--- src/rtl/division_if.sv ---
// Operand/result bundle for the 32-bit iterative divider.
// The master drives the request and operands; the slave returns results and status.
interface division_if;
    logic        enable;
    logic        sign;
    logic [31:0] A;
    logic [31:0] B;
    logic [31:0] HI;
    logic [31:0] LO;
    logic [1:0]  stateOut;
    logic        divZero;

    modport master (output enable, sign, A, B, input HI, LO, stateOut, divZero);
    modport slave  (input enable, sign, A, B, output HI, LO, stateOut, divZero);
endinterface

--- src/rtl/division.sv ---
// 32-bit signed/unsigned restoring divider: one quotient bit per clock over 32 steps,
// with divide-by-zero detected at acceptance and a one-cycle DONE status.
module division (
    input  logic       clock,
    input  logic       reset,
    division_if.slave  bus
);
    typedef enum logic [1:0] {
        S_IDLE = 2'd0,
        S_RUN  = 2'd1,
        S_DONE = 2'd2
    } state_t;

    state_t      r_state;
    logic [4:0]  r_count;
    logic [31:0] r_divisor;
    logic [31:0] r_quot;
    logic [31:0] r_rem;
    logic        r_negq;
    logic        r_negr;
    logic [31:0] r_hi;
    logic [31:0] r_lo;
    logic        r_divzero;

    logic [32:0] w_rem_shift;
    logic [32:0] w_trial;
    logic        w_fits;
    logic [31:0] w_rem_next;
    logic [31:0] w_quot_next;

    function automatic logic [31:0] f_magnitude(input logic [31:0] v, input logic is_signed);
        return (is_signed && v[31]) ? (32'd0 - v) : v;
    endfunction

    function automatic logic [31:0] f_cond_negate(input logic [31:0] v, input logic neg);
        return neg ? (32'd0 - v) : v;
    endfunction

    // r_quot shifts the dividend out of its top while quotient bits enter at the bottom
    assign w_rem_shift = {r_rem, r_quot[31]};
    assign w_trial     = w_rem_shift - {1'b0, r_divisor};
    assign w_fits      = ~w_trial[32];
    assign w_rem_next  = w_fits ? w_trial[31:0] : w_rem_shift[31:0];
    assign w_quot_next = {r_quot[30:0], w_fits};

    always_ff @(posedge clock) begin
        if (!reset) begin
            r_state   <= S_IDLE;
            r_count   <= 5'd0;
            r_divisor <= 32'd0;
            r_quot    <= 32'd0;
            r_rem     <= 32'd0;
            r_negq    <= 1'b0;
            r_negr    <= 1'b0;
            r_hi      <= 32'd0;
            r_lo      <= 32'd0;
            r_divzero <= 1'b0;
        end else begin
            case (r_state)
                S_IDLE: begin
                    if (bus.enable) begin
                        r_divisor <= f_magnitude(bus.B, bus.sign);
                        r_quot    <= f_magnitude(bus.A, bus.sign);
                        r_rem     <= 32'd0;
                        r_count   <= 5'd0;
                        r_negq    <= bus.sign & (bus.A[31] ^ bus.B[31]);
                        r_negr    <= bus.sign & bus.A[31];
                        if (bus.B == 32'd0) begin
                            r_state   <= S_DONE;
                            r_divzero <= 1'b1;
                        end else begin
                            r_state   <= S_RUN;
                        end
                    end
                end
                S_RUN: begin
                    r_rem   <= w_rem_next;
                    r_quot  <= w_quot_next;
                    r_count <= r_count + 5'd1;
                    // Results become visible only on the final step
                    if (r_count == 5'd31) begin
                        r_lo    <= f_cond_negate(w_quot_next, r_negq);
                        r_hi    <= f_cond_negate(w_rem_next, r_negr);
                        r_state <= S_DONE;
                    end
                end
                S_DONE: begin
                    r_state   <= S_IDLE;
                    r_divzero <= 1'b0;
                end
                default: begin
                    r_state <= S_IDLE;
                end
            endcase
        end
    end

    assign bus.HI       = r_hi;
    assign bus.LO       = r_lo;
    assign bus.stateOut = r_state;
    assign bus.divZero  = r_divzero;
endmodule

--- src/flat_wrapper.sv ---
// flat-port wrapper written by rule: the top's interface ports become plain ports
module division_flat 
  (clock, reset, bus_enable, bus_sign, bus_A, bus_B, bus_HI, bus_LO, bus_stateOut, bus_divZero);
  division_if bus_i ();
  input  logic clock;
  input  logic reset;
  input wire logic [$bits(bus_i.enable)-1:0] bus_enable;
  input wire logic [$bits(bus_i.sign)-1:0] bus_sign;
  input wire logic [$bits(bus_i.A)-1:0] bus_A;
  input wire logic [$bits(bus_i.B)-1:0] bus_B;
  output wire logic [$bits(bus_i.HI)-1:0] bus_HI;
  output wire logic [$bits(bus_i.LO)-1:0] bus_LO;
  output wire logic [$bits(bus_i.stateOut)-1:0] bus_stateOut;
  output wire logic [$bits(bus_i.divZero)-1:0] bus_divZero;
  assign bus_i.enable = bus_enable;
  assign bus_i.sign = bus_sign;
  assign bus_i.A = bus_A;
  assign bus_i.B = bus_B;
  assign bus_HI = bus_i.HI;
  assign bus_LO = bus_i.LO;
  assign bus_stateOut = bus_i.stateOut;
  assign bus_divZero = bus_i.divZero;
  division u_core (.clock(clock), .reset(reset), .bus(bus_i));
endmodule
--- config.mk ---
export PLATFORM = sky130hd
export DESIGN_NAME = division_flat
export DESIGN_NICKNAME = d
export VERILOG_FILES = /design/src/rtl/division_if.sv /design/src/rtl/division.sv /design/src/flat_wrapper.sv
export SDC_FILE = /design/constraint.sdc
export NUM_CORES = 1
export LEC_CHECK = 0
export CAP_MARGIN = 20
export CORE_MARGIN = 3
export CORE_UTILIZATION = 53
export CTS_BUF_LIST = sky130_fd_sc_hd__clkbuf_2 sky130_fd_sc_hd__clkbuf_4 sky130_fd_sc_hd__clkbuf_8
export DETAILED_ROUTE_END_ITERATION = 7
export GPL_TIMING_DRIVEN = 0
export PLACE_DENSITY_LB_ADDON = 0.3
export RECOVER_POWER = 100
export SYNTH_ARGS = -nofsm -noshare
export SYNTH_HDL_FRONTEND = slang
export SYNTH_SLANG_ARGS = --single-unit
--- constraint.sdc ---
create_clock -name clock -period 5.7 [get_ports clock]
set_clock_uncertainty 0.2 [all_clocks]
set_input_delay 0.855 -clock clock [delete_from_list [all_inputs] [get_ports clock]]
set_output_delay 0.855 -clock clock [all_outputs]
set_load 0.03 [all_outputs]
# Word-level counts from Yosys, hierarchy flattened
# Cells that the tools add are included.
word_totals:
  ff_bits: 170
  latchBits: 0
  ram_bits: 0
  romBits: 0
  out_inout_bits: 67
  wordCells: 55
  mem_count: 0
op_classes:
  addsub: 6
  multipliers: 0
  div_mod_pow: 0
  order_cmp: 0
  n_eq_ne: 6
  shifts: 0
  n_mux: 18
  n_bitwise: 4
  n_reduce_logical: 11
ops:
  columns: ["operator", "n"]
  rows:
  - ["32-bit 2-to-1 mux", 7]
  - ["32-bit one-hot mux with 2 select lines", 2]
  - ["1-bit by 32-bit subtractor with 32-bit output, first input constant", 4]
  - ["33-bit by 32-bit subtractor with 33-bit output", 1]
  - ["32-bit logical NOT", 1]
  - ["5-bit one-hot mux with 2 select lines", 1]
  - ["2-bit AND reduction", 4]
  - ["2-bit 2-to-1 mux", 3]
  - ["5-bit by 1-bit adder with 5-bit output, second input constant", 1]
  - ["5-bit equality test, second input constant", 1]
  - ["5-bit 2-to-1 mux", 1]
  - ["2-bit by 1-bit != test with 1-bit output, second input constant", 2]
  - ["2-bit one-hot mux with 2 select lines", 1]
  - ["2-bit nonzero test", 2]
  - ["3-bit AND reduction", 1]
  - ["1-bit bitwise AND", 2]
  - ["2-bit by 1-bit equality test with 1-bit output, second input constant", 1]
  - ["2-bit equality test, second input constant", 1]
  - ["1-bit logical AND", 2]
  - ["2-bit logical NOT", 1]
  - ["1-bit 2-to-1 mux", 2]
  - ["2-bit != test, second input constant", 1]
  - ["1-bit one-hot mux with 2 select lines", 1]
  - ["1-bit inverter", 1]
  - ["1-bit bitwise XOR", 1]

# Logic depth before layout (Yosys ltp)
# Gate-level depths: netlist of run 1.
depth:
  depth_word: 4
  depth_mapped: 22
  depth_no_buf: 19

# Worst setup path after synthesis of run 1
# No wires, ideal clock.
synth_timing:
  path_type: "reg-to-reg"
  startpoint: "reg u_core.r_quot[31]"
  endpoint: "reg u_core.r_hi[30] (netlist: u_core.bus.HI[30])"
  setup_time_ps: 120
  t_arrival_ps: 4761
  slack_ps: 620
  path_stages_with_launch: 22
  synth_period_minus_slack_ps: 5080
  cell_sequence: "dfxtp_1 > inv_1 > ha_1 > fa_1 > and2b_1 > o31ai_2 > a31o_1 > o211ai_4 > a41oi_4 > xnor2_4 > inv_4 > clkbuf_1 > clkbuf_1 > clkbuf_1 > nor2_1 > a21oi_1 > ha_1 > inv_1 > a221o_2 > nor4_4 > mux2i_1 > o31a_1"
synth_between:
  elab_chain_len: 4
synth_lines:
  columns: ["item", "line", "rtl"]
  rows:
  - ["start: declaration", "division.sv:17", "logic [31:0] r_quot;"]
  - ["start signal: assignment", "division.sv:63", "r_quot <= f_magnitude(bus.A, bus.sign);"]
  - ["start signal: assignment", "division.sv:78", "r_quot <= w_quot_next;"]
  - ["33-bit by 32-bit subtractor with 33-bit output", "division.sv:41", "assign w_trial = w_rem_shift - {1'b0, r_divisor};"]
  - ["32-bit 2-to-1 mux *", "division.sv:43", "assign w_rem_next = w_fits ? w_trial[31:0] : w_rem_shift[31:0];"]
  - ["1-bit by 32-bit subtractor with 32-bit output", "division.sv:36", "return neg ? (32'd0 - v) : v;"]
  - ["32-bit 2-to-1 mux *", "division.sv:36", null]
  - ["end signal: assignment", "division.sv:83", "r_hi <= f_cond_negate(w_rem_next, r_negr);"]
  - ["end: declaration", "division.sv:21", "logic [31:0] r_hi;"]
# Every way passes the cells marked *; elsewhere a longest branch is shown, timed or not.
# A chain may end at the register's enable or synchronous reset.

# Worst setup path after layout of run 1
layout_timing:
  startpoint: "reg u_core.r_quot[31]"
  endpoint: "reg u_core.r_hi[15] (netlist: u_core.bus.HI[15])"
# The elaborated chain is that of the path after synthesis.

==> results of run 1 <==
-- power groups by stage --
stage	clock (mW)	combinational, mW	sequential [mW]
after floorplan	0	1.42	1.32
after global placement	0	1.94	1.35
after detailed placement	0	1.97	1.35
after CTS	0.941	1.97	1.32
after global routing	0.985	2.16	1.33
final	0.940	2.00	1.33
-- layer usage --
layer	GRT usage [%]	part of all wire, %
met1	44.6	43
met2	48.4	44
met3	4.59	9.4
met4	11.3	3.7
met5	0	0
-- Yosys cell counts (14+ instances only) --
| master | instances |
|---|---|
| nand2_1 | 192 |
| dfxtp_1 | 170 |
| a21oi_1 | 156 |
| nor2_1 | 155 |
| o21ai_0 | 87 |
| clkbuf_1 | 66 |
| xor2_1 | 62 |
| a211oi_1 | 57 |
| inv_1 | 54 |
| xnor2_1 | 51 |
| nand3_1 | 44 |
| ha_1 | 38 |
| a22oi_1 | 32 |
| nor3_1 | 27 |
| mux2i_1 | 26 |
| or3_1 | 25 |
| a31oi_1 | 24 |
| nor4_1 | 24 |
| o31ai_1 | 21 |
| and3_1 | 16 |
| buf_1 | 14 |
-- sequential cells by signal (all words and copies together), names as in the netlist --
name                 count
u_core.r_rem            32
u_core.r_negq            1
u_core.r_quot           32
u_core.r_divisor        32
u_core.bus.HI           32
u_core.bus.LO           32
u_core.r_count           5
u_core.r_negr            1
u_core.bus.divZero       1
u_core.bus.stateOut      2
-- what timing repair did --
| action | CTS | global route |
|---|---|---|
| hold endpoints to repair | 0 | 0 |
| setup endpoints to repair | 23 | 4 |
| buffers inserted | 0 | 4 |
| resized for setup | 1 | 1 |
| pin swaps | 0 | 1 |
-- path summary, 6_finish.rpt --
| kind | cells past startpoint | end |
|---|---|---|
| worst min register to register | 2 | u_core.bus.HI[7] |
| worst max register to register | 15 | u_core.bus.HI[15] |
| worst min-delay path | 2 | u_core.bus.HI[7] |
| worst max-delay path | 15 | u_core.bus.HI[15] |
-- kinds of logic after synthesis --
logic type      share of synthesized area (%)
xor+xnor                                 8.90
mux                                      2.77
compound gates                           26.0
simple gates                             23.0
fa+ha+maj                                4.33
flops                                    29.8
buf+inv                                  5.20
-- worst register-to-register path, stage by stage (launching register included) --
cell and delay [ps]:
dfxtp_1 360, inv_1 70, ha_1 230, fa_1 430, and2b_1 270, o31ai_1 130, a31o_1 270, o211ai_4 320
a41oi_4 220, xnor2_4 330, clkbuf_1 650, clkbuf_1 620, a31oi_1 180, o41ai_1 380, xor2_1 440, a211oi_1 150
-- cell type report --
type	instances	area, um^2	area share (%)
tap	275	344	2.54
sequential	170	3400	25.1
buffer	90	365	2.70
clock buffer	18	241	1.78
multi-input combinational	1213	7410	54.8
timing repair buffer	138	1370	10.1
inverter	57	216	1.60
clock inverter	13	188	1.39
-- metrics by stage --
step                utilization [%]  cells  hold WS (ps)
CTS                            64.2   1971           260
detailed placement             62.2   1942           246
floorplan                         -   1533           232
global route                   64.2   1974           279
global placement               62.2   1942           241
finish                         64.2   1974           254
==> metrics.md, run 1 <==
| Metric | Value |
|---|---|
| Sequential share of the synthesized area | 29.8% |
| DR vias | 12100 |
| Crit path cell chain | inv_1 > ha_1 > fa_1 > and2b_1 > o31ai_1 > a31o_1 > o211ai_4 > a41oi_4 > xnor2_4 > clkbuf_1 > clkbuf_1 > a31oi_1 > o41ai_1 > xor2_1 > a211oi_1 |
| Largest net degree at the start of global routing | 26 |
| Clock network power share | roughly 22% |
| Gpl congestion | 1.04 |
| EDFF count, synth | 0 |
| CTS tree | yes |
| Comb power frac | 46.8% |
| Synthesis warning total | 0 |
| Filler instances | roughly 2000 |
| R2R Setup Slk | 330 ps |
| Final routed DRC violation total | 0 |
| Mapped Cells | 1533 |
| HP Start | u_core.bus.HI[7] |
| DP Worst Slack | -775 ps |
| Overflow after GRT | 0 |
| First-pass GRT wire length | 59600 um |
| Power Total | 4.26 mW |
| Tcrit/Tclk final | 94.2% |
| Worst stage delay on the critical path | 650 ps |
| RSZ-0062 raised after global routing | false |
| Most frequent CP cell | clkbuf_1 |
| Syn nets | roughly 1600 |
| Pwr/cell area | 315 nW/um^2 |
| Root Buffer | clkbuf_8 |
| CP max-delay cell | clkbuf_1 |
| Internal power | 2.40 mW |
| Setup crit start | u_core.r_quot[31] |
| Delay-heaviest family, CP | compound AO/OA/AOI/OAI gates |
| Syn Area/Cell | 7.46 um^2 |
| CTS clk-pin slew, worst paths | around 100 ps |
| Dpl hpwl | between 30000 and 40000 um |
| Cell area after placement | about 13000 um^2 |
| Via/cell ratio | 6.15 |
| Crit path DAT | 5500 ps |
| Distinct cells, synth | 78 |
| Worst Tran Pin Value | 841 ps |
| # clock sinks | 170 |
| Run status | completed |
| Standard-cell rows | 53 |
| Fmax | 186 MHz |
| Share of cells above drive strength 1 | 4.06% |
| Final antenna-violating net count | 0 |
| Main synth FF type | dfxtp_1 |
| FFs w/ async S/R, synth | 0% |
| Ant. Diodes | 0 |
| Pre-antenna DRT Iters | 5 |
| Iter 0 DRT Violations | about 1100 |
| I/O pins | 135 |
| Crit path capture type | flip-flop |
| Hold bufs inserted after CTS | 0 |
| Final instance area | 13500 um^2 |
| Core Box Area | ~21000 um^2 |
| Cts bufs inserted | 17 |
| Worst endpoint required time | 5830 ps |
| Mapped Area | 11400 um^2 |
| Setup TNS | 0 ps |
| Crit Path Category | flip-flop to flip-flop |
| Worst VDD drop | 0.209 mV |
| H-tree depth | 4 |
| NetSw | about 1.9 mW |
| Most frequent cells in the layout | 192 x nand2_1, 170 x dfxtp_1, 156 x a21oi_1 |
| CP Buf/Inv Count | 3 |
| Initial Util | 54.2% |
| Initial antenna violation count | 0 |
| Leak | around 5.1 nW |
| Gr usage total | a little under a third |
| Die height | 153 um |
| Tmin final | about 5400 ps |
| Seq pwr share | 31.1% |
| Reg-to-reg critical path startpoint | u_core.r_quot[31] |
| CP Launch Type | flip-flop |
| Full die area | 23400 um^2 |
| Final net count | 1794 |
| Die Wd | 153 um |
| Final wirelength | approximately 37000 um |
| CP max FO | 10 |
| Via count of the first global-routing pass | 11200 |
| Slew margin rel. | 43.1% |
| Max clock buf depth | 2 |
| Worst hold path class | flip-flop to flip-flop |
| Worst setup margin | between 300 and 400 ps |
| Yosys top cell by area | dfxtp_1 |
| Final setup viols | 0 |
| Max-slew violations | 0 |
| Max cap viols | 0 |
| Share of the synthesized area in the top cell type | 29.8% |
| Commonest non-fill, non-tap cell in the layout | nand2_1 |
| Synth top area cells | dfxtp_1 30%, a21oi_1 6.8%, nand2_1 6.3% |
| Hold Violations, Final | 0 |
| WL per Instance | 19.0 um |
| Worst skew pair latency | 470 ps |
| Flops & latches, synth | 170 |
| Port Buf Inserts | 134 |
| Area growth, synth to finish | 18.4% |
| Switch share | 43.7% |
Power figures use the tool's default switching activity.
==> run 2: changes to the inputs <==
TNS_END_PERCENT = 100   (was unset)
==> results of run 2 <==
The final DEF is identical to that of run 1; final timing and power are the same.
